==> src/rtl/exec_ctrl_unit.sv <==
// Execute-stage control: resolves writeback, branch/jump redirect and load/store access.
// Optional macro EXEC_CTRL_MEM_TIMEOUT_EN bounds the wait for mem_ack_i to MEM_TIMEOUT cycles.
module exec_ctrl_unit #(
  parameter int XLEN        = 32,
  parameter int MEM_TIMEOUT = 15
) (
  input  logic              clk_i,
  input  logic              rst_i,
  input  logic              in_valid_i,
  output logic              in_ready_o,
  input  logic [6:0]        opcode_i,
  input  logic [2:0]        funct3_i,
  input  logic [XLEN-1:0]   rs1_data_i,
  input  logic [XLEN-1:0]   rs2_data_i,
  input  logic [XLEN-1:0]   imm_i,
  input  logic [XLEN-1:0]   pc_i,
  input  logic [XLEN-1:0]   alu_result_i,
  output logic              mem_req_o,
  output logic              mem_we_o,
  output logic [XLEN-1:0]   mem_addr_o,
  output logic [XLEN-1:0]   mem_wdata_o,
  output logic [XLEN/8-1:0] mem_wstrb_o,
  input  logic [XLEN-1:0]   mem_rdata_i,
  input  logic              mem_ack_i,
  output logic              out_valid_o,
  output logic              rd_wr_en_o,
  output logic [XLEN-1:0]   rd_data_o,
  output logic              jump_en_o,
  output logic [XLEN-1:0]   jump_addr_o,
  output logic              err_o
);
  // state  | meaning
  // IDLE   | ready for the next instruction
  // EXEC   | decode latched fields, emit result or launch memory access
  // MEM    | memory request outstanding, waiting for ack

  localparam int NB   = XLEN / 8;
  localparam int OFFW = $clog2(NB);

  localparam logic [6:0] OP_R     = 7'b0110011;
  localparam logic [6:0] OP_I     = 7'b0010011;
  localparam logic [6:0] OP_LUI   = 7'b0110111;
  localparam logic [6:0] OP_AUIPC = 7'b0010111;
  localparam logic [6:0] OP_JAL   = 7'b1101111;
  localparam logic [6:0] OP_JALR  = 7'b1100111;
  localparam logic [6:0] OP_BR    = 7'b1100011;
  localparam logic [6:0] OP_LOAD  = 7'b0000011;
  localparam logic [6:0] OP_STORE = 7'b0100011;

  typedef enum logic [1:0] {S_IDLE, S_EXEC, S_MEM} state_t;

  state_t            state_q;
  logic [6:0]        op_q;
  logic [2:0]        f3_q;
  logic [XLEN-1:0]   rs1_q, rs2_q, imm_q, pc_q, alu_q;

  logic              in_ready_q, mem_req_q, mem_we_q, out_valid_q;
  logic              rd_wr_en_q, jump_en_q, err_q;
  logic [XLEN-1:0]   mem_addr_q, mem_wdata_q, rd_data_q, jump_addr_q;
  logic [NB-1:0]     mem_wstrb_q;

`ifdef EXEC_CTRL_MEM_TIMEOUT_EN
  localparam int CW = $clog2(MEM_TIMEOUT + 1);
  logic [CW-1:0]     cnt_q;
`endif

  logic [XLEN-1:0]   eff_addr, pc_imm, pc_4;
  logic [1:0]        size;
  logic              misaligned, ld_legal, st_legal, br_taken;
  logic              is_mem_d, we_d, rd_we_d, jump_en_d, err_d;
  logic [XLEN-1:0]   rd_data_d, jump_addr_d, wdata_d, load_data_d;
  logic [NB-1:0]     wstrb_d;

  assign eff_addr = rs1_q + imm_q;
  assign pc_imm   = pc_q + imm_q;
  assign pc_4     = pc_q + XLEN'(4);
  assign size     = f3_q[1:0];

  function automatic logic [XLEN-1:0] extend(input logic [XLEN-1:0] v, input int w,
                                             input logic sgn);
    logic [XLEN-1:0] t;
    int              sh;
    sh = XLEN - w;
    t  = v << sh;
    return sgn ? XLEN'($signed(t) >>> sh) : (t >> sh);
  endfunction

  always_comb begin
    misaligned = 1'b0;
    case (size)
      2'd0:    misaligned = 1'b0;
      2'd1:    misaligned = eff_addr[0];
      2'd2:    misaligned = |eff_addr[1:0];
      default: misaligned = |eff_addr[2:0];
    endcase

    ld_legal = 1'b0;
    case (f3_q)
      3'b000, 3'b001, 3'b010, 3'b100, 3'b101: ld_legal = 1'b1;
      3'b011, 3'b110:                         ld_legal = (XLEN == 64);
      default:                                ld_legal = 1'b0;
    endcase

    st_legal = 1'b0;
    case (f3_q)
      3'b000, 3'b001, 3'b010: st_legal = 1'b1;
      3'b011:                 st_legal = (XLEN == 64);
      default:                st_legal = 1'b0;
    endcase

    // lanes carry the store value replicated so any byte offset sees it
    wdata_d = '0;
    for (int b = 0; b < NB; b++) begin
      case (size)
        2'd0:    wdata_d[b*8 +: 8] = rs2_q[7:0];
        2'd1:    wdata_d[b*8 +: 8] = rs2_q[(b % 2)*8 +: 8];
        2'd2:    wdata_d[b*8 +: 8] = rs2_q[(b % 4)*8 +: 8];
        default: wdata_d[b*8 +: 8] = rs2_q[b*8 +: 8];
      endcase
    end

    wstrb_d = '0;
    case (size)
      2'd0:    wstrb_d = NB'(1);
      2'd1:    wstrb_d = NB'(3);
      2'd2:    wstrb_d = NB'(15);
      default: wstrb_d = '1;
    endcase
    wstrb_d = wstrb_d << eff_addr[OFFW-1:0];
  end

  always_comb begin
    br_taken    = 1'b0;
    is_mem_d    = 1'b0;
    we_d        = 1'b0;
    rd_we_d     = 1'b0;
    rd_data_d   = '0;
    jump_en_d   = 1'b0;
    jump_addr_d = '0;
    err_d       = 1'b0;
    case (op_q)
      OP_R, OP_I: begin
        rd_we_d   = 1'b1;
        rd_data_d = alu_q;
      end
      OP_LUI: begin
        rd_we_d   = 1'b1;
        rd_data_d = imm_q;
      end
      OP_AUIPC: begin
        rd_we_d   = 1'b1;
        rd_data_d = pc_imm;
      end
      OP_JAL: begin
        rd_we_d     = 1'b1;
        rd_data_d   = pc_4;
        jump_en_d   = 1'b1;
        jump_addr_d = pc_imm;
      end
      OP_JALR: begin
        if (f3_q != 3'b000) err_d = 1'b1;
        else begin
          rd_we_d     = 1'b1;
          rd_data_d   = pc_4;
          jump_en_d   = 1'b1;
          jump_addr_d = {eff_addr[XLEN-1:1], 1'b0};
        end
      end
      OP_BR: begin
        case (f3_q)
          3'b000:  br_taken = (rs1_q == rs2_q);
          3'b001:  br_taken = (rs1_q != rs2_q);
          3'b100:  br_taken = ($signed(rs1_q) <  $signed(rs2_q));
          3'b101:  br_taken = ($signed(rs1_q) >= $signed(rs2_q));
          3'b110:  br_taken = (rs1_q <  rs2_q);
          3'b111:  br_taken = (rs1_q >= rs2_q);
          default: err_d    = 1'b1;
        endcase
        jump_en_d   = br_taken;
        jump_addr_d = br_taken ? pc_imm : '0;
      end
      OP_LOAD: begin
        if (!ld_legal || misaligned) err_d = 1'b1;
        else is_mem_d = 1'b1;
      end
      OP_STORE: begin
        if (!st_legal || misaligned) err_d = 1'b1;
        else begin
          is_mem_d = 1'b1;
          we_d     = 1'b1;
        end
      end
      default: err_d = 1'b1;
    endcase
  end

  always_comb begin
    logic [XLEN-1:0] shifted;
    shifted     = mem_rdata_i >> {mem_addr_q[OFFW-1:0], 3'b000};
    load_data_d = '0;
    case (size)
      2'd0:    load_data_d = extend(shifted, 8,  ~f3_q[2]);
      2'd1:    load_data_d = extend(shifted, 16, ~f3_q[2]);
      2'd2:    load_data_d = extend(shifted, 32, ~f3_q[2]);
      default: load_data_d = shifted;
    endcase
  end

  always_ff @(posedge clk_i) begin
    if (rst_i) begin
      state_q     <= S_IDLE;
      op_q        <= '0;
      f3_q        <= '0;
      rs1_q       <= '0;
      rs2_q       <= '0;
      imm_q       <= '0;
      pc_q        <= '0;
      alu_q       <= '0;
      in_ready_q  <= 1'b1;
      mem_req_q   <= 1'b0;
      mem_we_q    <= 1'b0;
      mem_addr_q  <= '0;
      mem_wdata_q <= '0;
      mem_wstrb_q <= '0;
      out_valid_q <= 1'b0;
      rd_wr_en_q  <= 1'b0;
      rd_data_q   <= '0;
      jump_en_q   <= 1'b0;
      jump_addr_q <= '0;
      err_q       <= 1'b0;
`ifdef EXEC_CTRL_MEM_TIMEOUT_EN
      cnt_q       <= '0;
`endif
    end else begin
      out_valid_q <= 1'b0;
      rd_wr_en_q  <= 1'b0;
      jump_en_q   <= 1'b0;
      err_q       <= 1'b0;
      case (state_q)
        S_IDLE: begin
          if (in_valid_i) begin
            op_q       <= opcode_i;
            f3_q       <= funct3_i;
            rs1_q      <= rs1_data_i;
            rs2_q      <= rs2_data_i;
            imm_q      <= imm_i;
            pc_q       <= pc_i;
            alu_q      <= alu_result_i;
            in_ready_q <= 1'b0;
            state_q    <= S_EXEC;
          end
        end
        S_EXEC: begin
          if (is_mem_d) begin
            mem_req_q   <= 1'b1;
            mem_we_q    <= we_d;
            mem_addr_q  <= eff_addr;
            mem_wdata_q <= we_d ? wdata_d : '0;
            mem_wstrb_q <= we_d ? wstrb_d : '0;
            state_q     <= S_MEM;
`ifdef EXEC_CTRL_MEM_TIMEOUT_EN
            cnt_q       <= '0;
`endif
          end else begin
            out_valid_q <= 1'b1;
            rd_wr_en_q  <= rd_we_d;
            rd_data_q   <= rd_data_d;
            jump_en_q   <= jump_en_d;
            jump_addr_q <= jump_addr_d;
            err_q       <= err_d;
            in_ready_q  <= 1'b1;
            state_q     <= S_IDLE;
          end
        end
        S_MEM: begin
          if (mem_ack_i) begin
            mem_req_q   <= 1'b0;
            mem_we_q    <= 1'b0;
            out_valid_q <= 1'b1;
            rd_wr_en_q  <= ~mem_we_q;
            rd_data_q   <= mem_we_q ? '0 : load_data_d;
            jump_addr_q <= '0;
            in_ready_q  <= 1'b1;
            state_q     <= S_IDLE;
          end
`ifdef EXEC_CTRL_MEM_TIMEOUT_EN
          else if (cnt_q == CW'(MEM_TIMEOUT - 1)) begin
            mem_req_q   <= 1'b0;
            mem_we_q    <= 1'b0;
            out_valid_q <= 1'b1;
            err_q       <= 1'b1;
            rd_data_q   <= '0;
            jump_addr_q <= '0;
            in_ready_q  <= 1'b1;
            state_q     <= S_IDLE;
          end else begin
            cnt_q <= cnt_q + CW'(1);
          end
`endif
        end
        default: begin
          in_ready_q <= 1'b1;
          state_q    <= S_IDLE;
        end
      endcase
    end
  end

  assign in_ready_o  = in_ready_q;
  assign mem_req_o   = mem_req_q;
  assign mem_we_o    = mem_we_q;
  assign mem_addr_o  = mem_addr_q;
  assign mem_wdata_o = mem_wdata_q;
  assign mem_wstrb_o = mem_wstrb_q;
  assign out_valid_o = out_valid_q;
  assign rd_wr_en_o  = rd_wr_en_q;
  assign rd_data_o   = rd_data_q;
  assign jump_en_o   = jump_en_q;
  assign jump_addr_o = jump_addr_q;
  assign err_o       = err_q;

endmodule

==> config.mk <==
export PLATFORM = sky130hd
export DESIGN_NAME = exec_ctrl_unit
export DESIGN_NICKNAME = d
export VERILOG_FILES = /design/src/rtl/exec_ctrl_unit.sv
export SDC_FILE = /design/constraint.sdc
export NUM_CORES = 1
export LEC_CHECK = 0
export CORE_MARGIN = 5
export CORE_UTILIZATION = 45
export DETAILED_ROUTE_END_ITERATION = 16
export PLACE_DENSITY = 0.74
export SKIP_LAST_GASP = 1
export SLEW_MARGIN = 5
export SYNTH_ARGS = -nofsm -noshare
export SYNTH_HDL_FRONTEND = slang
export SYNTH_SLANG_ARGS = --single-unit
==> constraint.sdc <==
create_clock -name clk_i -period 3.63 [get_ports clk_i]
set_clock_uncertainty 0.2 [all_clocks]
set_input_delay 0.726 -clock clk_i [delete_from_list [all_inputs] [get_ports clk_i]]
set_output_delay 0.726 -clock clk_i [all_outputs]
set_load 0.005 [all_outputs]
==> results.md, run 1 <==
- Die Area: 42,700 um^2
- Slew Viols, Final: 0
- Most numerous cell in the Yosys netlist: nand2_1
- Port bufs: 344
- Iteration-0 DRC Markers: 2,139
- Final hold violations: 0
- Yosys Warn Count: 0
- Peak VDD IR: 0.287 mV
- Remaining DRCs: 0
- Worst-path clk slew: 0.06 ns
- Area leader, netlist: dfxtp_1
- First-pass GRT wire length: 104 mm
- Cell area after synthesis: 17,400 um^2
- First-pass iteration count of the detailed router: 9
- Status: completed
- Placer Congestion: 1.01
- Net count reported at finish: 2,933
- MaxCap Viol Count: 0
- Most used DFF post-synth: dfxtp_1
- Total number of vias: 18,594
- Final instance area: 23,200 um^2
- Number of synthesized flops with an enable pin: 0
- Worst-margin pin slew: 0.953 ns
- CP Class: reg -> reg
- # IOs: 345
- Clk_lat worst skew: 0.56 ns
- # setup viols final: 0
- Distinct cells, synth: 79
- Post-synth top area share: 35.8%
- Non-filler cells, final: 3,176
- Dpl cells: 3,104
- Final period util: 96.8%
- Post-synth top cells: nand2_1 (521), a21oi_1 (328), dfxtp_1 (311), nor2_1 (180), clkbuf_1 (122)
- Clk buf depth: 3
- Minimum clock period: 3.52 ns
- P&R area growth vs syn: 33.5%
- Vias in the first global route: 17,831
- Initial Util: 45.2%
- Fmax: 284 MHz
- Synth Instances: 2,279
- Syn nets: 2,585
- CTS tree: yes
- FFs w/ async S/R, synth: 0%
- Part of the Yosys area used for sequential elements: 35.8%
- Total GRT Usage: 31.3%
- Top cells by area, synth: dfxtp_1 (36%), nand2_1 (11%), a21oi_1 (9.4%)
- Crit path required time: 3.90 ns
- Antenna Nets Post-Route: 0
- Crit end category: flop
- Arr. time, crit path: 3.78 ns
- GRT overflow: 0
- Final HPWL DP: 54.0 mm
- Highest fanout seen on the critical path: 30
- Pwr Density: 403 nW/um^2
- DR vias/cell: 5.85
- Post-layout util: 60.4%
- Placed standard-cell area: 21,800 um^2
- WL/cell: 22.0 um
- Largest net degree at the start of global routing: 89
- Tot Pwr: 0.00935 W
- Slew HR: 36.4%
- Initial antenna violation count: 1
- Core area: 38,500 um^2
- Min-Delay Path Class: reg -> reg
- WHS: 0.257 ns
- Leak: 8.95 nW
- Die Width: 207 um
- TritonCTS Sinks: 311
- H-tree Lvls: 2
- Clk root buf: clkbuf_16
- Share of cells above drive strength 1: 8.77%
- Synthesized area per cell: 7.63 um^2
- Die Ht: 207 um
- Synthesized flop and latch total: 311
- Final WL: 70.0 mm
- Num CTS Buffers: 38
- Site Rows: 72
- Launching element type of the critical path: flop
==> kinds of logic (layout without fill, tap and decap cells) <==
| group | count (synthesis) | after routing | synth area share [%] |
|---|---|---|---|
| other | 0 | 1 | 0 |
| flip-flops | 311 | 311 | 35.8 |
| AND/OR/NAND/NOR | 860 | 860 | 20.8 |
| adder cells (fa/ha/maj) | 100 | 100 | 7.28 |
| buffers and inverters | 201 | 579 | 4.45 |
| multiplexers | 50 | 50 | 2.93 |
| XOR/XNOR | 85 | 85 | 4.28 |
| AO/OA/AOI/OAI | 672 | 672 | 24.4 |
==> layer usage <==
| layer | vias up | wire length (um) | part of all wire (%) | GRT usage [%] |
|---|---|---|---|---|
| li1 | 8739 | - | - | - |
| met2 | 954 | 32500 | 46 | 50.9 |
| met1 | 8748 | 28200 | 40 | 41.4 |
| met3 | 153 | 6660 | 9.5 | 6.45 |
| met5 | - | 0 | 0 | 0 |
| met4 | 0 | 2680 | 3.8 | 10.9 |
==> final cells by class <==
cell class                 instances  area (um^2)
sequential                       311         6230
fill                            3507        15200
clock buffer                      50         1070
inverter                          60          225
tap                              518          648
multi-input combinational       1767        10500
clock inverter                    20          253
timing repair buffer             449         4290
antenna                            1         2.50
==> final timing paths <==
path                                         to  slack [ns]          start  cells after the start
worst max-delay path            jump_addr_o[18]        0.11      rs2_q[21]                     13
worst min-delay path              mem_addr_o[3]        0.26  mem_addr_o[3]                      2
worst max register to register  jump_addr_o[18]        0.11      rs2_q[21]                     13
worst min register to register    mem_addr_o[3]        0.26  mem_addr_o[3]                      2
==> power breakdown <==
group	leakage, nW	switching, W	total [W]	internal (W)
Clock	0.651	0.00157	0.00401	0.00244
Sequential	2.54	0.000158	0.00372	0.00356
Combinational	5.76	0.000917	0.00162	0.000702
==> registers in the layout, summed over array words and instances, names as in the netlist, 4 cells and up <==
signal	count
alu_q	32
imm_q	32
jump_addr_o	32
mem_addr_o	32
mem_wdata_o	32
mem_wstrb_o	4
op_q	7
pc_q	32
rd_data_o	32
rs1_q	32
rs2_q	32
==> repair_timing <==
| action | in CTS | in global routing |
|---|---|---|
| resized for setup | 2 | 22 |
| setup endpoints to repair | 1 | 44 |
| pin swaps | 0 | 5 |
| cloned | 0 | 0 |
| hold buffers | 0 | 0 |
| setup buffers | 0 | 1 |
==> stage by stage <==
| stage | TNS [ns] | setup WS [ns] |
|---|---|---|
| global route | -0.135 | -0.0377 |
| detailed placement | -0.129 | -0.129 |
| CTS | 0 | 0.0320 |
| finish | 0 | 0.114 |
| global placement | -0.0750 | -0.0750 |
| floorplan | 0 | 0.402 |
==> critical path, cell delays in order, from the launching register on <==
cell	delay, ns
dfxtp_1	0.36
inv_1	0.05
ha_1	0.31
nand4_1	0.28
nor4_4	0.43
nand3_1	0.23
a21oi_2	0.30
a2111oi_2	0.09
mux2i_1	0.13
o211a_1	0.29
o21ai_2	0.19
buf_12	0.21
nand2_1	0.14
o22ai_1	0.20
==> placed cells by master (no fill, tap or decap), types with 29 or more instances in the layout <==
master             n
xnor2_1           49
inv_1             60
a21oi_1          326
nand3_1           36
buf_4            101
ha_1              97
nor2_1           178
o21ai_0           80
dfxtp_1          310
nor3_1            35
a22oi_1           35
nand2_1          520
xor2_1            36
clkdlybuf4s50_1  343
mux2i_1           43
a222oi_1          32
clkbuf_16         38
a21o_1            29
Power figures use the tool's default switching activity.
==> run 2, diff against run 1 <==
--- a/config.mk
+++ b/config.mk
@@ -8,7 +8,7 @@
 export CORE_MARGIN = 5
 export CORE_UTILIZATION = 45
 export DETAILED_ROUTE_END_ITERATION = 16
-export PLACE_DENSITY = 0.74
+export PLACE_DENSITY = 0.77
 export SKIP_LAST_GASP = 1
 export SLEW_MARGIN = 5
 export SYNTH_ARGS = -nofsm -noshare
==> constraint.sdc (replaced) <==
create_clock -name clk_i -period 2.8 [get_ports clk_i]
set_clock_uncertainty 0.2 [all_clocks]
set_input_delay 0.56 -clock clk_i [delete_from_list [all_inputs] [get_ports clk_i]]
set_output_delay 0.56 -clock clk_i [all_outputs]
set_load 0.005 [all_outputs]
==> results.md, run 2 (synthesized netlist as in run 1, its figures left out) <==
- Final HPWL DP: 57.0 mm (was 54.0 mm)
- Peak VDD IR: 0.400 mV (was 0.287 mV)
- Core area: 38,500 um^2 (unchanged)
- Crit path required time: 3.07 ns (was 3.90 ns)
- Antenna Nets Post-Route: 0 (unchanged)
- Site Rows: 72 (unchanged)
- Slew HR: 42.5% (was 36.4%)
- # IOs: 345 (unchanged)
- TritonCTS Sinks: 311 (unchanged)
- Pwr Density: 463 nW/um^2 (was 403 nW/um^2)
- WL/cell: 23.1 um (was 22.0 um)
- Total number of vias: 20,809 (was 18,594)
- Placer Congestion: 0.977 (was 1.01)
- Die Width: 207 um (unchanged)
- Final WL: 80.5 mm (was 70.0 mm)
- Slew Viols, Final: 0 (unchanged)
- Remaining DRCs: 0 (unchanged)
- Highest fanout seen on the critical path: 8 (was 30)
- H-tree Lvls: 2 (unchanged)
- Iteration-0 DRC Markers: 2,719 (was 2,139)
- Port bufs: 344 (unchanged)
- Fmax: 296 MHz (was 284 MHz)
- Min-Delay Path Class: reg -> reg (unchanged)
- Failing checks: negative setup slack
- Status: complete, but fails checks (was completed)
- Setup TNS: -45.78 ns (was 0 ns)
- Tot Pwr: 0.0127 W (was 0.00935 W)
- Minimum clock period: 3.38 ns (was 3.52 ns)
- # setup viols final: 135 (was 0)
- FF/Latch Area: 6270 um^2 (was 6230 um^2)
- First-pass iteration count of the detailed router: 7 (was 9)
- Footprint of the multi-input gates: 11,800 um^2 (was 10,500 um^2)
- Largest net degree at the start of global routing: 127 (was 89)
- Arr. time, crit path: 3.65 ns (was 3.78 ns)
- MaxCap Viol Count: 0 (unchanged)
- DR vias/cell: 5.97 (was 5.85)
- Initial Util: 45.2% (unchanged)
- Worst-margin pin slew: 0.863 ns (was 0.953 ns)
- Most common cell after layout, fill and taps aside: nand2_1 (unchanged)
- Crit end category: flop (unchanged)
- CP Class: reg -> reg (unchanged)
- Clk root buf: clkbuf_16 (unchanged)
- Num CTS Buffers: 36 (was 38)
- Commonest non-fill, non-tap cells in the layout: nand2_1 (508), buf_4 (357), clkdlybuf4s50_1 (343), dfxtp_1 (284), a21oi_1 (278) (was nand2_1 (520), clkdlybuf4s50_1 (343), a21oi_1 (326), dfxtp_1 (310), nor2_1 (178))
- Initial antenna violation count: 4 (was 1)
- Die Ht: 207 um (unchanged)
- RSZ-0062 raised after global routing: true
- Final WS setup: -0.582 ns (was 0.114 ns)
- Share of cells above drive strength 1: 25.0% (was 8.77%)
- Net count reported at finish: 3,245 (was 2,933)
- Launching element type of the critical path: flop (unchanged)
- First-pass GRT wire length: 114 mm (was 104 mm)
- Die Area: 42,700 um^2 (unchanged)
- Clk buf depth: 3 (unchanged)
- P&R area growth vs syn: 57.4% (was 33.5%)
- GRT overflow: 0 (unchanged)
- Final hold violations: 0 (unchanged)
- Clk_lat worst skew: 0.56 ns (about the same)
- Final period util: 121% (was 96.8%)
- CTS tree: yes (unchanged)
- Vias in the first global route: 19,955 (was 17,831)
- Total GRT Usage: 34.4% (was 31.3%)
- Fill cell count: 2,940 (was 3,507)
- Worst-path clk slew: 0.06 ns (about the same)
- Leak: 10.9 nW (was 8.95 nW)
run 2: cell types whose count changed in the layout (fill, tap and decap cells not counted), moves of 22 or more:
cell     change
buf_4      +256
a21oi_2     +38
a21oi_1     -48
buf_6       +22
dfxtp_2     +23
dfxtp_1     -26
run 2: final timing paths:
path | startpoint | cells after the start | end | slack, ns
max reg2reg | rs2_q[25] | 14 | jump_addr_o[28] | -0.58
min reg2reg | rd_data_o[10] | 2 | rd_data_o[10] | 0.26
min | rd_data_o[10] | 2 | rd_data_o[10] | 0.26
max | rs2_q[25] | 14 | jump_addr_o[28] | -0.58
run 2: worst max-delay path, cell delays in order (launching register included):
cell,delay (ns)
dfxtp_1,0.36
inv_1,0.07
ha_1,0.30
a21oi_1,0.15
nor2_1,0.07
a211oi_2,0.27
o21ai_2,0.17
a2111oi_4,0.41
mux2i_1,0.15
o211a_1,0.27
o21ai_4,0.24
buf_6,0.19
buf_6,0.11
o21ai_1,0.09
a21oi_1,0.23
run 2: per-stage QoR:
stage	setup WS (ns)	hold slack, ns	instances	area, um^2	utilization (%)
6_report	-0.582	0.256	3488	27400	71.1
5_1_grt	-0.648	0.270	3487	27400	71.1
4_1_cts	-0.480	0.256	3460	26500	68.9
3_5_place_dp	-0.596	0.247	3361	24200	62.8
3_3_place_gp	-0.604	0.242	3361	24200	62.8
2_1_floorplan	-0.319	0.235	2279	17700	-
run 2: layer usage:
layer  wire [um]  share of wire, %  up-vias  global-route usage [%]
met5           0                 0        -                       0
met4        4880               6.1        0                    17.5
met3        7890               9.8      292                    5.08
met2       37100                46     1305                    56.0
met1       30700                38     9858                    44.6
li1            -                 -     9354                       -
run 2: report_power, final:
part	leakage, nW	total [W]	switching [W]	internal (W)
logic	7.76	0.00277	0.00145	0.00132
registers	2.55	0.00481	0.000193	0.00462
clock network	0.612	0.00510	0.00208	0.00302
run 2: final cells by class:
| class | count | share of cell area [%] |
|---|---|---|
| diodes | 3 | 0.0274 |
| clock buffers | 50 | 3.70 |
| clock inverters | 16 | 0.878 |
| inverters | 60 | 0.823 |
| multi-input cells | 1767 | 43.0 |
| flip-flops and latches | 311 | 22.9 |
| well taps | 518 | 2.37 |
| repair buffers | 763 | 26.3 |
run 2: timing repair:
action                                  CTS  global route
cloned                                    6            11
gates resized for setup                 163           136
setup buffers                            27            21
hold buffers                              0             0
endpoints found under the setup margin  135           135
pin swaps                                55            86
